File: config.mk
export PLATFORM = sky130hd
export DESIGN_NAME = vram_wr_scheduler_flat
export DESIGN_NICKNAME = d
export VERILOG_FILES = /design/src/rtl/vram_wr_scheduler_if.sv /design/src/rtl/vram_wr_scheduler.sv /design/src/flat_wrapper.sv
export SDC_FILE = /design/constraint.sdc
export NUM_CORES = 1
export LEC_CHECK = 0
export BUFFER_PORTS_ARGS = -buffer_cell sky130_fd_sc_hd__buf_2
export CORE_ASPECT_RATIO = 0.7
export CORE_MARGIN = 5
export CORE_UTILIZATION = 50
export CTS_BUF_LIST = sky130_fd_sc_hd__clkbuf_2
export CTS_CLUSTER_DIAMETER = 120
export CTS_CLUSTER_SIZE = 28
export DETAILED_ROUTE_END_ITERATION = 6
export HOLD_SLACK_MARGIN = 0.12
export PLACE_DENSITY = 0.72
export SYNTH_ARGS = -nofsm -noshare
export SYNTH_HDL_FRONTEND = slang
export SYNTH_SLANG_ARGS = --single-unit
export TNS_END_PERCENT = 30
File: constraint.sdc
create_clock -name clk -period 7.8 [get_ports clk]
set_clock_uncertainty 0.05 [all_clocks]
set_input_delay 1.17 -clock clk [delete_from_list [all_inputs] [get_ports clk]]
set_output_delay 1.17 -clock clk [all_outputs]
set_load 0.1 [all_outputs]
File: src/rtl/vram_wr_scheduler_if.sv
// VRAM write-scheduler bus: draw-engine write stream, scanout request and RAM port.
// oclip exists only when VRAM_WR_CLIP_EN is defined.
interface vram_wr_scheduler_if #(
  parameter int ADDR_WIDTH    = 19,
  parameter int DATA_WIDTH    = 8,
  parameter int FF_ADDR_WIDTH = 4
);
  logic [ADDR_WIDTH-1:0]  iaddr;
  logic [DATA_WIDTH-1:0]  idata;
  logic                   iwren;
  logic                   oready;
  logic                   scan_next;
  logic [ADDR_WIDTH-1:0]  scan_addr;
  logic [ADDR_WIDTH-1:0]  oaddr;
  logic [DATA_WIDTH-1:0]  odata;
  logic                   owren;
  logic [FF_ADDR_WIDTH:0] olevel;
  logic                   ooverflow;
  logic                   oidle;
`ifdef VRAM_WR_CLIP_EN
  logic                   oclip;
`endif

  modport slave (
    input  iaddr, idata, iwren, scan_next, scan_addr,
`ifdef VRAM_WR_CLIP_EN
    output oclip,
`endif
    output oready, oaddr, odata, owren, olevel, ooverflow, oidle
  );

  modport master (
    output iaddr, idata, iwren, scan_next, scan_addr,
`ifdef VRAM_WR_CLIP_EN
    input  oclip,
`endif
    input  oready, oaddr, odata, owren, olevel, ooverflow, oidle
  );
endinterface

File: src/rtl/vram_wr_scheduler.sv
// Buffers draw-engine VRAM writes and commits them only when scanout is not reading.
// Optional address clipping (oclip) is enabled by defining VRAM_WR_CLIP_EN.
//
// state    | meaning
// ST_IDLE  | FIFO empty, RAM port unused
// ST_DRAIN | one FIFO entry written to RAM this cycle
// ST_SCAN  | scanout owns the RAM, oaddr carries the scanout address
module vram_wr_scheduler #(
  parameter int ADDR_WIDTH    = 19,
  parameter int DATA_WIDTH    = 8,
  parameter int FF_ADDR_WIDTH = 4,
  parameter int FF_DEPTH      = 16,
  parameter int AFULL_LEVEL   = 12
`ifdef VRAM_WR_CLIP_EN
  ,
  parameter logic [ADDR_WIDTH-1:0] ADDR_MAX = 19'd307199
`endif
) (
  input logic clk,
  input logic rst,
  vram_wr_scheduler_if.slave bus
);
  localparam logic [1:0] ST_IDLE  = 2'd0;
  localparam logic [1:0] ST_DRAIN = 2'd1;
  localparam logic [1:0] ST_SCAN  = 2'd2;

  localparam logic [FF_ADDR_WIDTH:0] DEPTH_L = FF_DEPTH[FF_ADDR_WIDTH:0];
  localparam logic [FF_ADDR_WIDTH:0] AFULL_L = AFULL_LEVEL[FF_ADDR_WIDTH:0];

  logic [ADDR_WIDTH+DATA_WIDTH-1:0] mem [FF_DEPTH];
  logic [FF_ADDR_WIDTH-1:0]         wr_ptr, rd_ptr;
  logic [FF_ADDR_WIDTH:0]           level;
  logic [1:0]                       state, next_state;
  logic [ADDR_WIDTH-1:0]            oaddr_q;
  logic [DATA_WIDTH-1:0]            odata_q;
  logic                             ovf_q;
  logic                             in_ok, push, pop, drop;
  logic [ADDR_WIDTH+DATA_WIDTH-1:0] head;

  assign head = mem[rd_ptr];

`ifdef VRAM_WR_CLIP_EN
  logic clip_q, clip_rej;
  assign clip_rej = bus.iwren & (bus.iaddr > ADDR_MAX);
  assign bus.oclip = clip_q;
`endif

  always_comb begin
`ifdef VRAM_WR_CLIP_EN
    in_ok = bus.iwren & ~clip_rej;
`else
    in_ok = bus.iwren;
`endif
    // scanout always wins the RAM; nothing is popped while it reads
    pop  = ~bus.scan_next & (level != '0);
    push = in_ok & ((level != DEPTH_L) | pop);
    drop = in_ok & (level == DEPTH_L) & ~pop;
    if (bus.scan_next)      next_state = ST_SCAN;
    else if (level != '0)   next_state = ST_DRAIN;
    else                    next_state = ST_IDLE;
  end

  // Storage is not reset: the pointers alone define which entries are valid.
  always_ff @(posedge clk) begin
    if (push) mem[wr_ptr] <= {bus.iaddr, bus.idata};
  end

  always_ff @(posedge clk) begin
    if (!rst) begin
      state   <= ST_IDLE;
      wr_ptr  <= '0;
      rd_ptr  <= '0;
      level   <= '0;
      oaddr_q <= '0;
      odata_q <= '0;
      ovf_q   <= 1'b0;
`ifdef VRAM_WR_CLIP_EN
      clip_q  <= 1'b0;
`endif
    end else begin
      state <= next_state;
      if (push) wr_ptr <= wr_ptr + 1'b1;
      if (pop)  rd_ptr <= rd_ptr + 1'b1;
      case ({push, pop})
        2'b10:   level <= level + 1'b1;
        2'b01:   level <= level - 1'b1;
        default: level <= level;
      endcase
      if (drop) ovf_q <= 1'b1;
`ifdef VRAM_WR_CLIP_EN
      if (clip_rej) clip_q <= 1'b1;
`endif
      case (next_state)
        ST_SCAN:  oaddr_q <= bus.scan_addr;
        ST_DRAIN: begin
          oaddr_q <= head[ADDR_WIDTH+DATA_WIDTH-1:DATA_WIDTH];
          odata_q <= head[DATA_WIDTH-1:0];
        end
        default: ;
      endcase
    end
  end

  // The write strobe is exactly the registered DRAIN state.
  assign bus.owren     = (state == ST_DRAIN);
  assign bus.oaddr     = oaddr_q;
  assign bus.odata     = odata_q;
  assign bus.olevel    = level;
  assign bus.ooverflow = ovf_q;
  assign bus.oready    = (level < AFULL_L);
  assign bus.oidle     = (level == '0) & (state != ST_DRAIN);
endmodule

File: src/flat_wrapper.sv
// flat-port wrapper written by rule: the top's interface ports become plain ports
module vram_wr_scheduler_flat 
#(
  parameter int ADDR_WIDTH    = 19,
  parameter int DATA_WIDTH    = 8,
  parameter int FF_ADDR_WIDTH = 4,
  parameter int FF_DEPTH      = 16,
  parameter int AFULL_LEVEL   = 12

)
  (clk, rst, bus_iaddr, bus_idata, bus_iwren, bus_scan_next, bus_scan_addr, bus_oready, bus_oaddr, bus_odata, bus_owren, bus_olevel, bus_ooverflow, bus_oidle);
  vram_wr_scheduler_if #(.ADDR_WIDTH(ADDR_WIDTH), .DATA_WIDTH(DATA_WIDTH), .FF_ADDR_WIDTH(FF_ADDR_WIDTH)) bus_i ();
  input logic clk;
  input logic rst;
  input wire logic [$bits(bus_i.iaddr)-1:0] bus_iaddr;
  input wire logic [$bits(bus_i.idata)-1:0] bus_idata;
  input wire logic [$bits(bus_i.iwren)-1:0] bus_iwren;
  input wire logic [$bits(bus_i.scan_next)-1:0] bus_scan_next;
  input wire logic [$bits(bus_i.scan_addr)-1:0] bus_scan_addr;
  output wire logic [$bits(bus_i.oready)-1:0] bus_oready;
  output wire logic [$bits(bus_i.oaddr)-1:0] bus_oaddr;
  output wire logic [$bits(bus_i.odata)-1:0] bus_odata;
  output wire logic [$bits(bus_i.owren)-1:0] bus_owren;
  output wire logic [$bits(bus_i.olevel)-1:0] bus_olevel;
  output wire logic [$bits(bus_i.ooverflow)-1:0] bus_ooverflow;
  output wire logic [$bits(bus_i.oidle)-1:0] bus_oidle;
  assign bus_i.iaddr = bus_iaddr;
  assign bus_i.idata = bus_idata;
  assign bus_i.iwren = bus_iwren;
  assign bus_i.scan_next = bus_scan_next;
  assign bus_i.scan_addr = bus_scan_addr;
  assign bus_oready = bus_i.oready;
  assign bus_oaddr = bus_i.oaddr;
  assign bus_odata = bus_i.odata;
  assign bus_owren = bus_i.owren;
  assign bus_olevel = bus_i.olevel;
  assign bus_ooverflow = bus_i.ooverflow;
  assign bus_oidle = bus_i.oidle;
  vram_wr_scheduler #(.ADDR_WIDTH(ADDR_WIDTH), .DATA_WIDTH(DATA_WIDTH), .FF_ADDR_WIDTH(FF_ADDR_WIDTH), .FF_DEPTH(FF_DEPTH), .AFULL_LEVEL(AFULL_LEVEL)) u_core (.clk(clk), .rst(rst), .bus(bus_i));
endmodule
Yosys cells after proc, flatten, opt, wreduce, memory -nomap -nowiden
Memories as Yosys holds them, arrays and structs flattened. A register that Yosys moved wholly into a read port is not among the register bits. Index checks and enable logic that the tools add are counted. Widths: inputs -> output; s select.

Flip-flop bits (word level): 43. Memory bits (writable): 432. Bits of input ports: 50. Output and inout port bits: 36. Word-level logic and storage cells: 41. Memories kept: 1.

Memory list: u_core.mem (words 16, bits a word 27, rd ports 1, clocked after memory_dff 1, write ports 1, RTL line vram_wr_scheduler.sv:30) `logic [ADDR_WIDTH+DATA_WIDTH-1:0] mem [FF_DEPTH];`.

Add/sub/neg operators: 4. $lt $le $gt $ge: 1. Equal/unequal tests: 8. Multiplexer cells: 8. Bitwise operators: 8. Reduce and logical (&&, ||, !) cells: 4.

Operators by type and width (number): $pmux 19 s2 (1); $pmux 5 s2 (1); $add 4x1->4 const B (2); $mux 4 (2); $eq 2x1->1 const B (3); $add 5x1->5 const B (1); $and 1x1->1 (5); $eq 5x5->1 const B (1); $logic_not 5->1 (1); $lt 5x4->1 const B (1); $ne 5x5->1 const B (1); $reduce_bool 5->1 (1); $sub 5x1->5 const B (1); $eq 2x2->1 const B (2); $reduce_bool 2->1 (2); $mux 1 (3); $mux 2 (1); $ne 2x1->1 const B (1); $not 1->1 (2); $or 1x1->1 (1).

Logic depth before layout (Yosys ltp)
Gate-level depths: netlist of the first run.

Depth after elaboration: 6. Depth in mapped cells: 11. Gate-level depth less buffers: 9.

Least setup slack after synthesis of the first run
No wires, ideal clock.

Kind: register to output. From: register u_core.state[0]. To: output port bus_oidle. Data arrival time: 2.655 ns. Required time: 6.580 ns. Path slack: 3.925 ns. Stages on the path, launching flop included: 3. Path buffers: 0. Path through: dfxtp_1 nor2b_1 nor2_1.

Cells in the longest elaborated chain, start to end: 2.

RTL lines: start: declaration (RTL line vram_wr_scheduler.sv:33) `logic [1:0] state, next_state;`; start signal: assignment (RTL line vram_wr_scheduler.sv:81) `state <= next_state;`; $ne 2x1->1 (RTL line vram_wr_scheduler.sv:111) `assign bus.oidle = (level == '0) & (state != ST_DRAIN);`; $and 1x1->1 (RTL line vram_wr_scheduler.sv:111); end: declaration (RTL line flat_wrapper.sv:26) `output wire logic [$bits(bus_i.oidle)-1:0] bus_oidle;`.

No other way between the ends.

Worst setup path after layout of the first run
From: register u_core.level[3] (netlist: u_core.bus.olevel[3]). To: output port bus_oidle.

Cells in the longest elaborated chain, start to end: 2.

RTL lines: start: declaration (RTL line vram_wr_scheduler.sv:32) `logic [FF_ADDR_WIDTH:0] level;`; start signal: assignment (RTL line vram_wr_scheduler.sv:85) `2'b10: level <= level + 1'b1;`; start signal: assignment (RTL line vram_wr_scheduler.sv:86) `2'b01: level <= level - 1'b1;`; start signal: assignment (RTL line vram_wr_scheduler.sv:87) `default: level <= level;`; $logic_not 5->1 (RTL line vram_wr_scheduler.sv:111); $and 1x1->1 (RTL line vram_wr_scheduler.sv:111).

No other way between the ends.

==> metrics, run 1 <==
Post CTS Setup Buffer Count=0; Vias=8741; VDD IR max=168.3 uV; multi-input logic area=4163 um2; Setup Slack @ Placement=3.914 ns; layout cells sized above 1=29.97%; Final setup viols=0; num ports=86; status=complete, no violations; register area=13930 um2; Layout fillers=2739; DP Area=19190 um2; Horiz. Die Dim=238.8 um; final WL=36.91 mm; final period utilization=51.38%; Final ANT Viol Nets=0; Seq/Total Area, Yosys=75.96%; cell with the most instances after synthesis=edfxtp_1; Initial Utilization=50.78%; Max-slew headroom=29.69%; WP data arrival=2.79 ns; vias per cell=6.104; Pleak=5.984 nW; worst setup margin=3.793 ns; leading area contributor after synthesis=edfxtp_1; crit end category=primary output; Clock transition at path regs=0.47 ns; largest cells by area after synthesis=edfxtp_1 (71%), mux4_2 (13%), dfxtp_1 (5.1%), mux2_2 (1.1%), o221ai_1 (0.91%); H-tree depth=1; routed length per placed instance=25.77 um; Final Hold Vio Count=0; CTS tree=done; library cells used by synthesis=48; EDFF count, synth=432; top-area cell type share of the netlist area=70.82%; first-pass GRT wire length=55.46 mm; # resized after CTS=0; Synth Net Count=932; cts-stage hold buffer count=0; synth-to-layout area growth=5.957%; antenna violations before repair=1; DR pass1 iterations=5; Synth Cell Area=18320 um2; max-capacitance violation count=0; Worst Setup Path Type=reg -> out; Yosys reg bits=479; number of DRC markers in iteration 0=973; drt drc=0; CTS root buffer=clkbuf_2; final design utilization=53.81%; Hold WC Path Type=in -> reg; grt ovf=0; Hold WS=0.3867 ns; Least-Margin Pin Slew=1.055 ns; Clock Latency Late Sink=0.99 ns; Max FO, Critical Path=8; kind of start point of the critical path=flip-flop; Post-Synthesis Mean Instance Area=20.91 um2; nets=993; post-DP HPWL=21.17 mm; CTS buffer count=21; number of global-route vias before repair=8734; fin crit period=4.007 ns; Core Area=36070 um2; die area=40620 um2; clock sink total=479; ys async rst share=0%; Tot GR Track Use=18.11%; leading cell types by count after synthesis=edfxtp_1 (432), mux4_2 (108), dfxtp_1 (47), clkbuf_1 (23), buf_2 (22); Fmax=249.5 MHz; total negative slack=0 ns; unrepaired setup endpoints after global routing=no; Yosys warnings=0; Pins Over Slew Limit=0; data required time of the critical path=6.58 ns; main flop type after synthesis=edfxtp_1; Power per Cell Area=257.5 nW/um2; port buffer count=85; Final Instance Area=19410 um2; num rows=58; largest net degree at the start of global routing=109; Synth Instances=876; largest buffer count on any clock path=3; routability cong.=0.7429; die height=170.1 um
[report_power, final]
part           internal, mW  switching (mW)
clock                 0.124           0.695
combinational         0.329           0.848
sequential             2.90           0.104
total                  3.35            1.65
[area by class of cell]
class / count / area share [%]
Timing Repair Buffer: 91 / 2.489
Clock inverter: 1 / 0.1547
Tap cell: 480 / 3.095
Clock buffer: 36 / 0.9284
Sequential cell: 479 / 71.76
Inverter: 6 / 0.1160
Antenna cell: 1 / 0.01289
Multi-Input combinational cell: 338 / 21.45
[cells by family after synthesis]
group | count (synthesis) | share of synthesized area, %
compound gates | 100 | 4.051
mux | 136 | 15.00
fa+ha+maj | 6 | 0.4099
simple gates | 88 | 2.732
buf+inv | 59 | 1.462
xor+xnor | 8 | 0.3826
flops | 479 | 75.96
[stage by stage]
step | std cells | total power, mW
floorplan | 876 | 3.954
global placement | 1394 | 4.221
detailed placement | 1394 | 4.235
CTS | 1431 | 5.037
global route | 1432 | 5.208
finish | 1432 | 4.998
[placed cells by master (no fill, tap or decap), types with 2 or more instances in the layout]
master	n
edfxtp_1	432
mux4_2	108
buf_2	85
dfxtp_1	43
clkbuf_2	36
o221ai_1	19
mux2_2	18
nor2b_1	17
nor2_1	15
o22ai_1	15
a22oi_1	14
nand2_1	12
a21oi_1	11
and2_1	11
mux2i_1	9
and2_2	8
a31oi_1	7
xnor2_1	7
a21boi_0	7
a31o_2	7
inv_1	6
a211oi_1	6
ha_1	6
nor3_1	5
buf_4	5
and3_2	4
and4_2	4
a2111oi_0	4
nand3_1	3
dfxtp_4	3
nand2b_1	2
nand4_1	2
[final timing paths]
| kind | startpoint | endpoint | slack (ns) | cells past startpoint |
|---|---|---|---|---|
| hold / removal | bus_scan_addr[16] | u_core.bus.oaddr[16]$_SDFFE_PN0P_ | 0.39 | 3 |
| hold reg to reg | u_core.rd_ptr[1]$_SDFFE_PN0N_ | flip-flop | 0.49 | 2 |
| setup / recovery | u_core.bus.olevel[3]$_SDFFE_PN0P_ | bus_oidle | 3.79 | 4 |
| setup reg to reg | u_core.bus.olevel[2]$_SDFFE_PN0P_ | u_core.mem[3][11]$_DFFE_PP_ | 4.52 | 5 |
[sequential cells by signal, indices dropped and copies added (netlist names), named ones only]
| signal | count |
|---|---|
| u_core.wr_ptr | 4 |
| u_core.state | 2 |
| u_core.mem | 432 |
| u_core.bus.olevel | 5 |
| u_core.bus.odata | 8 |
| u_core.bus.ooverflow | 1 |
| u_core.rd_ptr | 4 |
| u_core.bus.oaddr | 19 |
[critical path: stages, from the launching register on]
cell	delay (ns)
dfxtp_1	0.51
nor4_4	0.53
nand2_1	0.21
nor2_1	0.11
buf_2	0.43
[per-layer routing]
| metal | GRT usage [%] | part of all wire [%] |
|---|---|---|
| met1 | 28.86 | 45 |
| met2 | 27.71 | 46 |
| met3 | 2.932 | 7.5 |
| met4 | 2.120 | 1.0 |
| met5 | 0 | 0 |
Power figures use the tool's default switching activity.
==> run 2, diff against run 1 <==
==> constraint.sdc (replaced) <==
create_clock -name clk -period 3.8 [get_ports clk]
set_clock_uncertainty 0.05 [all_clocks]
set_input_delay 0.57 -clock clk [delete_from_list [all_inputs] [get_ports clk]]
set_output_delay 0.57 -clock clk [all_outputs]
set_load 0.1 [all_outputs]
==> metrics, run 2 (synthesized netlist as in run 1, its figures left out) <==
die height=170.1 um (unchanged); worst r2r path cells=5 (unchanged); Sw Ratio=32.81% (-0.15 points); grt ovf=0 (unchanged); clock sink total=479 (unchanged); Hold WC Path Type=in -> reg; Reg power frac=59.4% (-0.7 points); num rows=58 (unchanged); Power per Cell Area=516.6 nW/um2 (+100%); antenna violations before repair=2 (+1); largest buffer count on any clock path=3 (unchanged); Layout fillers=2684 (-2.0%); Least-Margin Pin Slew=1.233 ns (+0.1783 ns); Initial Utilization=50.78% (unchanged); Hold Path Origin=bus_scan_addr[16]; most frequent cells in the layout=edfxtp_1 (432), mux4_2 (108), buf_2 (85), dlygate4sd3_1 (54), dfxtp_1 (43); Max-slew headroom=15.67% (-14 points); routability cong.=0.7465 (+0.48%); Pins Over Slew Limit=0 (unchanged); Largest Register=u_core.mem; nets=1054 (+6.1%); Tot GR Track Use=18.56% (+0.45 points); WP data arrival=2.71 ns (-0.08 ns); Post CTS Setup Buffer Count=0 (unchanged); first-pass GRT wire length=56.86 mm (+2.5%); # resized after CTS=0 (unchanged); power share of the clock group=16.3% (about the same); R2R Setup Slk=1.00 ns (-3.52 ns); most common cell after layout, fill and taps aside=edfxtp_1; data required time of the critical path=3.18 ns (-3.40 ns); vias per cell=5.983 (-2.0%); number of DRC markers in iteration 0=864 (-11%); CTS buffer count=21 (unchanged); Final setup viols=0 (unchanged); total negative slack=0 ns (unchanged); Worst Setup Path Type=reg -> out; hold endpoint=u_core.bus.oaddr[16]$_SDFFE_PN0P_; Clock transition at path regs=0.48 ns (about the same); final period utilization=87.74%; num ports=86 (unchanged); drt drc=0 (unchanged); Core Area=36070 um2 (unchanged); die area=40620 um2 (unchanged); VDD IR max=417.1 uV (+150%); synth-to-layout area growth=9.283%; DR pass1 iterations=4 (-1); layout cells sized above 1=28.85% (-1.1 points); largest net degree at the start of global routing=61 (-44%); combinational group share of total power=24.3% (+0.8 points); routed length per placed instance=25.32 um (-1.7%); Max FO, Critical Path=8 (unchanged); Pleak=6.243 nW (+4.3%); post-DP HPWL=22.19 mm (+4.8%); Final Instance Area=20020 um2 (+3.1%); kind of start point of the critical path=flip-flop; CTS root buffer=clkbuf_2; r2r endpoint=u_core.bus.oaddr[12]$_SDFFE_PN0P_; worst hold path depth=4 (+1); max-capacitance violation count=0 (unchanged); DP Area=19260 um2 (+0.36%); cts-stage hold buffer count=54 (+54); Clock Latency Late Sink=1.02 ns (+0.03 ns); fin crit period=3.334 ns; Fmax=299.9 MHz; crit end category=primary output; total power=10.34 mW (+110%); unrepaired setup endpoints after global routing=no; H-tree depth=1 (unchanged); Cell Int Power=6.949 mW (+110%); CTS tree=done; port buffer count=85 (unchanged); Largest register FFs=432 (unchanged); Net Switching=3.392 mW (+110%); Final ANT Viol Nets=0 (unchanged); Horiz. Die Dim=238.8 um (unchanged); Vias=8933 (+2.2%); status=complete, no violations; final WL=37.80 mm (+2.4%); number of global-route vias before repair=8972 (+2.7%); Final Hold Vio Count=0 (unchanged)
run 2: changes by cell type in the layout (fill, tap and decap cells not counted), sizes merged:
cell	delta
dlygate4sd3	+54
buf	+7
clkbuf	-1
inv	+1
run 2: stage by stage:
stage	util [%]	hold WS, ns	setup slack (ns)	cells
after detailed placement	53.41	0.4224	0.8726	1401
after CTS	55.49	0.2046	0.3656	1492
final	55.50	0.3024	0.4659	1493
after global placement	53.41	0.4204	0.9431	1401
after global routing	55.50	0.1699	0.2198	1493
after floorplan	-	0.4305	0.5251	876
run 2: worst max-delay path by stage:
stage | start | to | slack, ns | cells past startpoint
finish | u_core.bus.olevel[3]$_SDFFE_PN0P_ | bus_oidle | 0.47 | 4
global route | u_core.bus.olevel[3]$_SDFFE_PN0P_ | bus_oidle | 0.22 | 4
CTS | u_core.bus.olevel[3]$_SDFFE_PN0P_ | bus_oidle | 0.37 | 4
detailed placement | bus_iwren | u_core.mem[3][21]$_DFFE_PP_ | 0.87 | 7
global placement | bus_iwren | u_core.mem[2][23]$_DFFE_PP_ | 0.94 | 7
floorplan | u_core.state[0]$_SDFF_PN0_ | bus_oidle | 0.53 | 2
run 2: power by group through the flow:
stage               clock (mW)  sequential (mW)  combinational, mW
detailed placement           0             6.26               2.46
global placement             0             6.25               2.44
floorplan                    0             6.92               1.19
CTS                       1.73             6.15               2.52
finish                    1.68             6.15               2.51
global route              1.94             6.18               2.65
run 2: layer usage:
| layer | track usage, % | part of all wire (%) | vias up |
|---|---|---|---|
| li1 | - | - | 3880 |
| met1 | 30.39 | 48 | 4727 |
| met2 | 27.42 | 44 | 290 |
| met3 | 3.110 | 6.2 | 34 |
| met4 | 2.369 | 1.0 | 2 |
| met5 | 0 | 0.034 | - |
run 2: critical path: stages (launching register included):
cell and delay (ns):
dfxtp_1 0.50, nor4_4 0.50, nand2_1 0.18, nor2_1 0.10, buf_2 0.43
run 2: final cells by class:
cell class,count,area [um2],area share [%]
Inverter,6,22.52,0.1125
Clock inverter,2,33.78,0.1688
Tap cell,480,600.6,3.000
Multi-Input combinational cell,338,4155,20.76
Timing Repair Buffer,152,1101,5.501
Sequential cell,479,13930,69.57
Antenna cell,1,2.502,0.01250
Clock buffer,35,175.2,0.8751
